<file path="config.mk">
export PLATFORM = sky130hd
export DESIGN_NAME = aclk_time_entry
export DESIGN_NICKNAME = d
export VERILOG_FILES = /design/src/rtl/aclk_pkg.sv /design/src/rtl/aclk_entry_timer.sv /design/src/rtl/aclk_time_entry.sv
export SDC_FILE = /design/constraint.sdc
export NUM_CORES = 1
export LEC_CHECK = 0
export BUFFER_PORTS_ARGS = -buffer_cell sky130_fd_sc_hd__buf_2
export CORE_AREA = 3 3 57 59
export CTS_CLUSTER_SIZE = 30
export DETAILED_ROUTE_END_ITERATION = 10
export DIE_AREA = 0 0 60 62
export PLACE_DENSITY = 0.73
export SKIP_LAST_GASP = 1
export SLEW_MARGIN = 20
export SYNTH_ARGS = -nofsm -noshare
export SYNTH_HDL_FRONTEND = slang
export SYNTH_SLANG_ARGS = --single-unit
</file>
<file path="constraint.sdc">
create_clock -name clk -period 2.3 [get_ports clk]
set_input_delay 0.23 -clock clk [delete_from_list [all_inputs] [get_ports clk]]
set_output_delay 0.23 -clock clk [all_outputs]
set_load 0.03 [all_outputs]
</file>
<file path="src/rtl/aclk_pkg.sv">
// Shared definitions for the alarm-clock time entry block: FSM state
// encoding, key codes, timeout length and the time-validity check.
package aclk_pkg;

  typedef enum logic [1:0] {
    ST_IDLE  = 2'd0,
    ST_ENTRY = 2'd1,
    ST_READY = 2'd2
  } state_e;

  localparam logic [3:0]  KEY_CLEAR       = 4'hF;
  localparam logic [3:0]  KEY_MAX_DIGIT   = 4'd9;
  localparam logic [2:0]  DIGITS_FULL     = 3'd4;
  localparam int unsigned TIMEOUT_SECONDS = 10;

  function automatic logic is_digit(input logic [3:0] k);
    return k <= KEY_MAX_DIGIT;
  endfunction

  // HH:MM in 24-hour form, 00:00 .. 23:59
  function automatic logic valid_time(input logic [3:0] ms_hr,
                                      input logic [3:0] ls_hr,
                                      input logic [3:0] ms_min,
                                      input logic [3:0] ls_min);
    logic hr_ok;
    hr_ok = (ms_hr < 4'd2) ? (ls_hr <= 4'd9)
          : (ms_hr == 4'd2) ? (ls_hr <= 4'd3)
          : 1'b0;
    return hr_ok && (ms_min <= 4'd5) && (ls_min <= 4'd9);
  endfunction

endpackage

</file>
<file path="src/rtl/aclk_entry_timer.sv">
// Entry inactivity timer: counts one_second ticks while an entry is in
// progress and flags the tick that completes TIMEOUT_SECONDS.
module aclk_entry_timer
  import aclk_pkg::*;
(
  input  logic clk,
  input  logic reset,
  input  logic clr_i,
  input  logic tick_i,
  output logic expired_o
);

  localparam logic [3:0] LAST_COUNT = 4'(TIMEOUT_SECONDS - 1);

  logic [3:0] cnt_q, cnt_d;

  // Next count: clear wins over tick, wrap to 0 on the expiring tick
  always_comb begin
    cnt_d = cnt_q;
    if (clr_i) begin
      cnt_d = '0;
    end else if (tick_i) begin
      cnt_d = (cnt_q == LAST_COUNT) ? '0 : cnt_q + 4'd1;
    end
  end

  assign expired_o = tick_i && !clr_i && (cnt_q == LAST_COUNT);

  // Counter register
  always_ff @(posedge clk) begin
    if (reset) cnt_q <= '0;
    else       cnt_q <= cnt_d;
  end

endmodule

</file>
<file path="src/rtl/aclk_time_entry.sv">
// Keypad time entry for the alarm clock: shifts four digits into a buffer
// and commits it as current time or alarm time on a button strobe.
// Optional feature macro: ACLK_ENTRY_TIMEOUT_EN (abandon entry after
// TIMEOUT_SECONDS one_second ticks without an accepted key).
module aclk_time_entry
  import aclk_pkg::*;
(
  input  logic       clk,
  input  logic       reset,
  input  logic [3:0] key,
  input  logic       key_valid,
  input  logic       time_button,
  input  logic       alarm_button,
  input  logic       one_second,
  output logic [3:0] new_time_ms_hr,
  output logic [3:0] new_time_ls_hr,
  output logic [3:0] new_time_ms_min,
  output logic [3:0] new_time_ls_min,
  output logic       load_new_c,
  output logic       load_new_a,
  output logic       show_new_time,
  output logic       entry_err
);

  state_e     state_q, state_d;
  logic [2:0] count_q, count_d;
  logic [3:0] ms_hr_q, ms_hr_d, ls_hr_q, ls_hr_d;
  logic [3:0] ms_min_q, ms_min_d, ls_min_q, ls_min_d;
  logic       load_c_q, load_c_d, load_a_q, load_a_d, err_q, err_d;

  logic       digit_key, clear_key, button, timeout;
  logic [2:0] count_inc;

  assign digit_key = key_valid && is_digit(key);
  assign clear_key = key_valid && (key == KEY_CLEAR);
  assign button    = time_button || alarm_button;
  assign count_inc = (count_q >= DIGITS_FULL) ? DIGITS_FULL : count_q + 3'd1;

`ifdef ACLK_ENTRY_TIMEOUT_EN
  logic timer_clr;
  // Any event that ends or refreshes the entry restarts the timeout window
  assign timer_clr = (state_q == ST_IDLE) || button || clear_key || digit_key;

  aclk_entry_timer u_timer (
    .clk       (clk),
    .reset     (reset),
    .clr_i     (timer_clr),
    .tick_i    (one_second),
    .expired_o (timeout)
  );
`else
  logic unused_one_second;
  assign unused_one_second = one_second;
  assign timeout           = 1'b0;
`endif

  // Next-state, buffer and pulse logic; priority: button > clear > digit > timeout
  always_comb begin
    state_d  = state_q;
    count_d  = count_q;
    ms_hr_d  = ms_hr_q;
    ls_hr_d  = ls_hr_q;
    ms_min_d = ms_min_q;
    ls_min_d = ls_min_q;
    load_c_d = 1'b0;
    load_a_d = 1'b0;
    err_d    = 1'b0;

    unique case (state_q)
      ST_IDLE: begin
        if (digit_key) begin
          ms_hr_d  = '0;
          ls_hr_d  = '0;
          ms_min_d = '0;
          ls_min_d = key;
          count_d  = 3'd1;
          state_d  = ST_ENTRY;
        end
      end
      ST_ENTRY, ST_READY: begin
        if (button) begin
          if (state_q == ST_READY &&
              valid_time(ms_hr_q, ls_hr_q, ms_min_q, ls_min_q)) begin
            load_c_d = time_button;
            load_a_d = !time_button;
          end else begin
            err_d = 1'b1;
          end
          count_d = '0;
          state_d = ST_IDLE;
        end else if (clear_key || timeout) begin
          ms_hr_d  = '0;
          ls_hr_d  = '0;
          ms_min_d = '0;
          ls_min_d = '0;
          count_d  = '0;
          state_d  = ST_IDLE;
        end else if (digit_key) begin
          ms_hr_d  = ls_hr_q;
          ls_hr_d  = ms_min_q;
          ms_min_d = ls_min_q;
          ls_min_d = key;
          count_d  = count_inc;
          state_d  = (count_inc == DIGITS_FULL) ? ST_READY : ST_ENTRY;
        end
      end
      default: begin
        state_d = ST_IDLE;
        count_d = '0;
      end
    endcase
  end

  // State, buffer and pulse registers
  always_ff @(posedge clk) begin
    if (reset) begin
      state_q  <= ST_IDLE;
      count_q  <= '0;
      ms_hr_q  <= '0;
      ls_hr_q  <= '0;
      ms_min_q <= '0;
      ls_min_q <= '0;
      load_c_q <= 1'b0;
      load_a_q <= 1'b0;
      err_q    <= 1'b0;
    end else begin
      state_q  <= state_d;
      count_q  <= count_d;
      ms_hr_q  <= ms_hr_d;
      ls_hr_q  <= ls_hr_d;
      ms_min_q <= ms_min_d;
      ls_min_q <= ls_min_d;
      load_c_q <= load_c_d;
      load_a_q <= load_a_d;
      err_q    <= err_d;
    end
  end

  assign new_time_ms_hr  = ms_hr_q;
  assign new_time_ls_hr  = ls_hr_q;
  assign new_time_ms_min = ms_min_q;
  assign new_time_ls_min = ls_min_q;
  assign load_new_c      = load_c_q;
  assign load_new_a      = load_a_q;
  assign entry_err       = err_q;
  assign show_new_time   = (state_q != ST_IDLE);

endmodule

</file>
After elaboration in Yosys (flattened, before gate mapping). Cells that the tools add are included. W data, S select, Z words.

Add/sub/neg operators: 1. Reduce and logical (&&, ||, !) cells: 16. Order comparisons: 7. Mux-type cells: 32. Equal/unequal tests: 9. Bitwise gates (word level): 3.

Operator list (number): $mux W4 (13); $pmux W4 S2 (4); $mux W3 (5); $le A4 B4 Y1 const B (3); $mux W2 (5); $pmux W3 S2 (1); $logic_and A1 B1 Y1 (5); $eq A4 B2 Y1 const B (1); $eq A4 B4 Y1 const B (1); $le A4 B2 Y1 const B (1); $le A4 B3 Y1 const B (1); $lt A4 B2 Y1 const B (1); $ne A2 B2 Y1 const B (2); $ne A4 B4 Y1 const B (1); $pmux W2 S2 (1); $reduce_and A2 Y1 (2); $reduce_and A4 Y1 (1); $reduce_bool A2 Y1 (2); $reduce_or A4 Y1 (1); $add A3 B1 Y3 const B (1); $eq A3 B3 Y1 const B (1); $ge A3 B3 Y1 const B (1); $mux W1 (3); $ne A3 B3 Y1 const B (1); other kinds (8) (10).

Output and inout bits: 20. Word-level logic and storage cells: 77. Flip-flop bits (word level): 24.

Longest topological paths before layout. Gate-level depths: netlist (run 1).

Depth in word-level cells: 8. Mapped depth: 7. Gate-level depth less buffers: 6.

Least setup slack after synthesis (run 1). Ideal clock, no wire load.

Path kind: register to register. Start point: reg state_q[1]. End point: reg count_q[1]. Cell stages (with the launch flop): 7. Data arrival time: 1.695 ns. Data required time: 2.213 ns. Slack: 0.518 ns. Library setup time: 0.087 ns. Cell sequence: dfxtp_1 > inv_1 > ha_1 > or3b_4 > a2111oi_4 > o2111ai_1 > o31ai_1.

Word-level cells in the longest chain between the ends: 4. Elaborated cells between the ends (all ways): 8.

Ends and longest elaborated chain: from (decl) (line aclk_time_entry.sv:25) `state_e state_q, state_d;`; from (signal assigned) (line aclk_time_entry.sv:127) `state_q <= state_d;`; $eq A2 B2 Y1 or $eq A2 B1 Y1 (tied branches) (line aclk_time_entry.sv:69) `unique case (state_q)`; $reduce_or A2 Y1 (line aclk_time_entry.sv:69); $ne A4 B4 Y1 (no line); $reduce_and A2 Y1 (no line); to (signal assigned) (line aclk_time_entry.sv:128) `count_q <= count_d;`; to (decl) (line aclk_time_entry.sv:26) `logic [2:0] count_q, count_d;`.

Parallel ways exist; a longest one is shown, timed or not. A chain may end at the register's enable or synchronous reset.

Worst setup path in the final report (run 1).
Start point: reg state_q[1]. End point: reg ms_hr_q[1] (netlist: new_time_ms_hr[1]).

Word-level cells in the longest chain between the ends: 4. Elaborated cells between the ends (all ways): 10.

Ends and longest elaborated chain: $eq A2 B2 Y1 or $eq A2 B1 Y1 (tied branches) (line aclk_time_entry.sv:69); $reduce_or A2 Y1 (line aclk_time_entry.sv:69); $ne A3 B3 Y1 (no line), or another cell as far along; $reduce_and A4 Y1 (no line); to (signal assigned) (line aclk_time_entry.sv:129) `ms_hr_q <= ms_hr_d;`; to (decl) (line aclk_time_entry.sv:27) `logic [3:0] ms_hr_q, ms_hr_d, ls_hr_q, ls_hr_d;`.

Parallel ways exist; a longest one is shown, timed or not.

==> flow_summary.json, run 1 <==
{
  "outcome": "finished clean",
  "synthesis.instances": 133,
  "grt_pass1_wl_um": 4160,
  "cellPowerDensity_nw_per_um2": 606.8,
  "setup_viol": 0,
  "synthArstFlopShare": 0,
  "grt_pass1_vias": 981,
  "antenna_found_initial": 0,
  "start_util": 0.4442,
  "yosysWarnings": 0,
  "std_cell_rows": 19,
  "io_buffers": 28,
  "detail_route.first_pass.iterations": 4,
  "max_cap_violations": 0,
  "grt.total_usage": 0.1491,
  "vias_per_cell": 5.557,
  "die_h_um": 62,
  "synth_nets": 148,
  "min_path_type": "input pin to register",
  "finalClockSkew_ns": 0.004717,
  "peakVddDrop_mv": 0.4742,
  "crit_path_start_kind": "register",
  "nNetsFinal": 177,
  "drt_iter0_drc": 58,
  "fmax_mhz": 476.4,
  "layout.cells.non_filler": 192,
  "seq_area_frac_synth": 0.3922,
  "cp-end-kind": "register",
  "path_clk_slew_ns": 0.13,
  "diodes": 0,
  "core_sq_um": 2758,
  "crit_arrival_ns": 2.35,
  "slew_viol_final": 0,
  "drive_above_1_share": 0.2484,
  "place_ws_ns": 0.2210,
  "hold_ws_ns": 0.1785,
  "drcViolationCount": 0,
  "clkLatencyLatePin_ns": 0.32,
  "h-tree-depth": 1,
  "holdBufCountCts": 0,
  "gp_routability_congestion": 0.8258,
  "post_cts_resized": 0,
  "clockBufferDepth": 2,
  "synth_edf_count": 0,
  "syn2layout_area_growth_pct": 16.75,
  "hpwl_um": 2029,
  "cts-root-buf": "clkbuf_4",
  "dr_total_vias": 1067,
  "die_area_sq_um": 3720,
  "ant_nets": 0,
  "grt_max_degree": 17,
  "tritoncts": "done",
  "ioPinCount": 30,
  "stdcell_area_sq_um": 1430,
  "place_inst": 188,
  "final_util": 0.5186,
  "finalWorstSetupSlack_ns": 0.2011,
  "synth_seq_cells": 24,
  "worst_pin_slew_ns": 0.4810,
  "wl_per_cell_um": 13.66,
  "worstPathRequired_ns": 2.56,
  "min_period_ns": 2.099,
  "dpl-instance-area_sq_um": 1378,
  "path_class": "register to register",
  "regToRegSetupSlack_ns": 0.20,
  "numCtsBuffers": 3,
  "drt-total-wl_um": 2623,
  "post-route-period-util": 0.9126,
  "postCtsSetupBuffers": 0,
  "rsz0062_at_grt": "false",
  "fill_cells": 271,
  "total_power_mw": 0.8678,
  "synth.avg_cell_area_sq_um": 9.210,
  "die_w_um": 60,
  "syn_area_sq_um": 1225,
  "slew_headroom": 0.6785,
  "ys.flop_type": "dfxtp_1",
  "p_leak_nw": 0.5957,
  "cts_num_sinks": 24,
  "synth.distinct_cells": 39,
  "hold_violations": 0,
  "grt-ovfl-total": 0,
  "tns_ns": 0,
  "crit_path_max_fanout": 12
}
sequential cells by signal, summed over array words and instances (netlist names):
name and flops:
count_q 3, new_time_ms_min 4, new_time_ls_min 4, new_time_ms_hr 4, load_new_c 1, new_time_ls_hr 4, state_q 2, entry_err 1
load_new_a 1
layout make-up:
type	instances	area [sq um]	area share
Multi-Input combinational cell	97	688.2	0.4812
Sequential cell	24	480.5	0.3360
Timing Repair Buffer	28	140.1	0.09799
Tap cell	31	38.79	0.02712
Clock inverter	1	30.03	0.02100
Inverter	8	30.03	0.02100
Clock buffer	3	22.52	0.01575
synth_stat cells, types with 2 or more instances:
master / n / area share
nor2_1: 7 / 0.021
and2_1: 2 / 0.010
o31ai_1: 2 / 0.012
o32ai_1: 2 / 0.014
mux2i_1: 15 / 0.12
o21ai_1: 3 / 0.012
ha_1: 5 / 0.051
dfxtp_1: 24 / 0.39
o21a_1: 2 / 0.012
inv_1: 6 / 0.018
clkbuf_1: 2 / 0.0061
o21ai_0: 3 / 0.012
nand2_1: 28 / 0.086
o2111ai_1: 2 / 0.014
nand4_1: 3 / 0.015
nor3_1: 2 / 0.0082
nand3_1: 2 / 0.0082
inv_2: 2 / 0.0061
where the power goes:
group / internal (mW) / switching, mW / total [mW]
Clock: 0.176 / 0.128 / 0.304
Combinational: 0.0485 / 0.0820 / 0.130
Sequential: 0.425 / 0.00772 / 0.433
worst max-delay path, cell delays in order, from the launching register on:
cell and delay (ns):
dfxtp_1 0.38, inv_1 0.06, ha_1 0.37, nor3b_2 0.34, nand3_1 0.20, o21bai_4 0.44, mux2i_1 0.25
kinds of logic (layout without fill, tap and decap cells):
logic type / Yosys count / after routing / synth area share
AOI/OAI and AO/OA: 24 / 24 / 0.1747
and+or+nand+nor: 53 / 53 / 0.2135
adders and majority gates: 5 / 5 / 0.05107
muxes: 15 / 15 / 0.1226
buffers and inverters: 12 / 40 / 0.04597
DFF: 24 / 24 / 0.3922
routing by layer:
| metal | part of all wire | GRT usage | vias up |
|---|---|---|---|
| li1 | - | - | 527 |
| met5 | 0 | 0 | - |
| met1 | 0.46 | 0.1872 | 494 |
| met4 | 0.018 | 0.07911 | 0 |
| met3 | 0.064 | 0.03099 | 6 |
| met2 | 0.45 | 0.2407 | 40 |
worst paths after layout:
| check | from | endpoint | cells after the start |
|---|---|---|---|
| worst min-delay path | key[0] | new_time_ls_min[0]$_SDFFE_PP0P_ | 3 |
| worst max-delay path | state_q[1]$_SDFFE_PP0P_ | new_time_ms_hr[1]$_SDFFE_PP0P_ | 6 |
| worst max register to register | state_q[1]$_SDFFE_PP0P_ | new_time_ms_hr[1]$_SDFFE_PP0P_ | 6 |
| worst min register to register | new_time_ms_hr[3]$_SDFFE_PP0P_ | new_time_ms_hr[3]$_SDFFE_PP0P_ | 2 |
cells in the final DEF, fill, tap and decap left out, types with 2 or more instances in the layout:
cell type   n
and2_1      2
buf_2      28
clkbuf_4    3
dfxtp_1    24
ha_1        5
inv_1       6
inv_2       2
mux2i_1    15
nand2_1    28
nand3_1     2
nand4_1     3
nor2_1      7
nor3_1      2
o2111ai_1   2
o21a_1      2
o21ai_0     3
o21ai_1     3
o31ai_1     2
o32ai_1     2
Power figures use the tool's default switching activity.
==> inputs of run 2 (changes only) <==
--- a/config.mk
+++ b/config.mk
@@ -6,11 +6,12 @@
 export NUM_CORES = 1
 export LEC_CHECK = 0
 export BUFFER_PORTS_ARGS = -buffer_cell sky130_fd_sc_hd__buf_2
-export CORE_AREA = 3 3 57 59
+export CORE_AREA = 3 3 56 58
 export CTS_CLUSTER_SIZE = 30
 export DETAILED_ROUTE_END_ITERATION = 10
-export DIE_AREA = 0 0 60 62
-export PLACE_DENSITY = 0.73
+export DIE_AREA = 0 0 59 61
+export PLACE_DENSITY = 0.75
+export REMOVE_ABC_BUFFERS = 1
 export SKIP_LAST_GASP = 1
 export SLEW_MARGIN = 20
 export SYNTH_ARGS = -nofsm -noshare
==> run 2 against run 1 <==
  * Hold slack got worse by 0.014 ns
  * Setup slack got worse by 0.031 ns
  * Critical path type unchanged
  * Critical endpoint is now new_time_ls_hr[2]$_SDFFE_PP0P_
  * Largest cell class unchanged
  * Count of clock-buffer cells in the layout rose by 1
==> flow_summary.json, run 2 (synthesis gave the netlist of run 1 again) <==
{
  "wl_per_cell_um": 13.88,
  "crit_path_start_kind": "register",
  "grt-ovfl-total": 0,
  "gp_routability_congestion": 0.8399,
  "slew_headroom": 0.6817,
  "cts-root-buf": "clkbuf_4",
  "dr_total_vias": 1073,
  "holdBufCountCts": 0,
  "cts_num_sinks": 24,
  "place_inst": 188,
  "worst_pin_slew_ns": 0.4762,
  "min_period_ns": 2.130,
  "drive_above_1_share": 0.2484,
  "post-route-period-util": 0.9259,
  "die_h_um": 61,
  "path_class": "register to register",
  "min_path_type": "input pin to register",
  "hold_ws_ns": 0.1650,
  "fmax_mhz": 469.6,
  "ioPinCount": 30,
  "hold_violations": 0,
  "rsz0062_at_grt": "false",
  "syn2layout_area_growth_pct": 15.42,
  "finalClockSkew_ns": 0.01173,
  "slew_viol_final": 0,
  "grt.total_usage": 0.1570,
  "io_buffers": 28,
  "numCtsBuffers": 3,
  "layout.cells.non_filler": 192,
  "crit_arrival_ns": 2.39,
  "die_w_um": 59,
  "vias_per_cell": 5.589,
  "std_cell_rows": 19,
  "ant_nets": 0,
  "drt_iter0_drc": 56,
  "crit_chain": "inv_1 -> ha_1 -> nor3b_2 -> nand3_1 -> o21bai_4 -> mux2i_1",
  "detail_route.first_pass.iterations": 4,
  "core_sq_um": 2710,
  "place_ws_ns": 0.1729,
  "tritoncts": "done",
  "grt_max_degree": 17,
  "h-tree-depth": 1,
  "post_cts_resized": 0,
  "cellPowerDensity_nw_per_um2": 559.9,
  "clockBufferDepth": 2,
  "peakVddDrop_mv": 0.2959,
  "cpMaxStageDelayCell": "o21bai_4",
  "postCtsSetupBuffers": 0,
  "drt-total-wl_um": 2665,
  "antenna_found_initial": 0,
  "die_area_sq_um": 3599,
  "setup_viol": 0,
  "hpwl_um": 2108,
  "path_clk_slew_ns": 0.14,
  "nNetsFinal": 177,
  "diodes": 0,
  "layout_common_cells": "nand2_1, buf_2, dfxtp_1, mux2i_1, nor2_1",
  "outcome": "finished clean",
  "slowest_delay_ns": 0.44,
  "cp-end-kind": "register",
  "worstPathRequired_ns": 2.56,
  "grt_pass1_vias": 999,
  "clkLatencyLatePin_ns": 0.32,
  "finalWorstSetupSlack_ns": 0.1704,
  "p_leak_nw": 0.5888,
  "max_cap_violations": 0,
  "start_util": 0.4520,
  "crit_path_max_fanout": 12,
  "grt_pass1_wl_um": 4347,
  "drcViolationCount": 0,
  "tns_ns": 0
}
==> run 2: cell types whose count changed in the layout (fill, tap and decap cells not counted) <==
cell,delta
bufinv_16,-1
clkbuf_8,+1
==> run 2: final timing paths <==
kind / start / end / slack [ns] / cells after the start
setup / recovery: state_q[1]$_SDFFE_PP0P_ / new_time_ls_hr[2]$_SDFFE_PP0P_ / 0.17 / 6
hold reg to reg: new_time_ls_min[0]$_SDFFE_PP0P_ / new_time_ms_min[0]$_SDFFE_PP0P_ / 0.49 / 2
setup reg to reg: state_q[1]$_SDFFE_PP0P_ / new_time_ls_hr[2]$_SDFFE_PP0P_ / 0.17 / 6
hold / removal: key[0] / new_time_ls_min[0]$_SDFFE_PP0P_ / 0.16 / 3
==> run 2: through the flow <==
stage	utilization	power (mW)	cell area, sq um
finish	0.5217	0.7917	1414
CTS	0.5217	0.7907	1414
detailed placement	0.5083	0.5720	1378
floorplan	-	0.5320	1199
global placement	0.5083	0.5686	1378
global route	0.5217	0.8254	1414
==> run 2: critical path: cells and delay by family, from the launching register on <==
| family | cells | cell delay, ns |
|---|---|---|
| flip-flops | 1 | 0.38 |
| adder cells (fa/ha/maj) | 1 | 0.37 |
| multiplexers | 1 | 0.25 |
| AND/OR/NAND/NOR | 2 | 0.56 |
| AO/OA/AOI/OAI | 1 | 0.44 |
| buffers and inverters | 1 | 0.07 |
==> run 2: cell type report <==
cell class              instances  area, sq um
multi-input cells              97        688.2
flip-flops and latches         24        480.5
clock buffers                   4        36.28
well taps                      31        38.79
repair buffers                 28        140.1
fillers                       267         1296
inverters                       8        30.03
==> run 2: metal layers <==
metal	share of wire	GRT usage	wire length (um)	vias to the layer above
li1	-	-	-	525
met1	0.43	0.1864	1141	516
met2	0.51	0.2808	1361	27
met3	0.050	0.03191	133	5
met4	0.011	0.05502	29	0
met5	0	0	0	-
==> run 2: power breakdown <==
part	internal (mW)	switching, mW
registers	0.425	0.00766
logic	0.0485	0.0817
clock network	0.0968	0.132
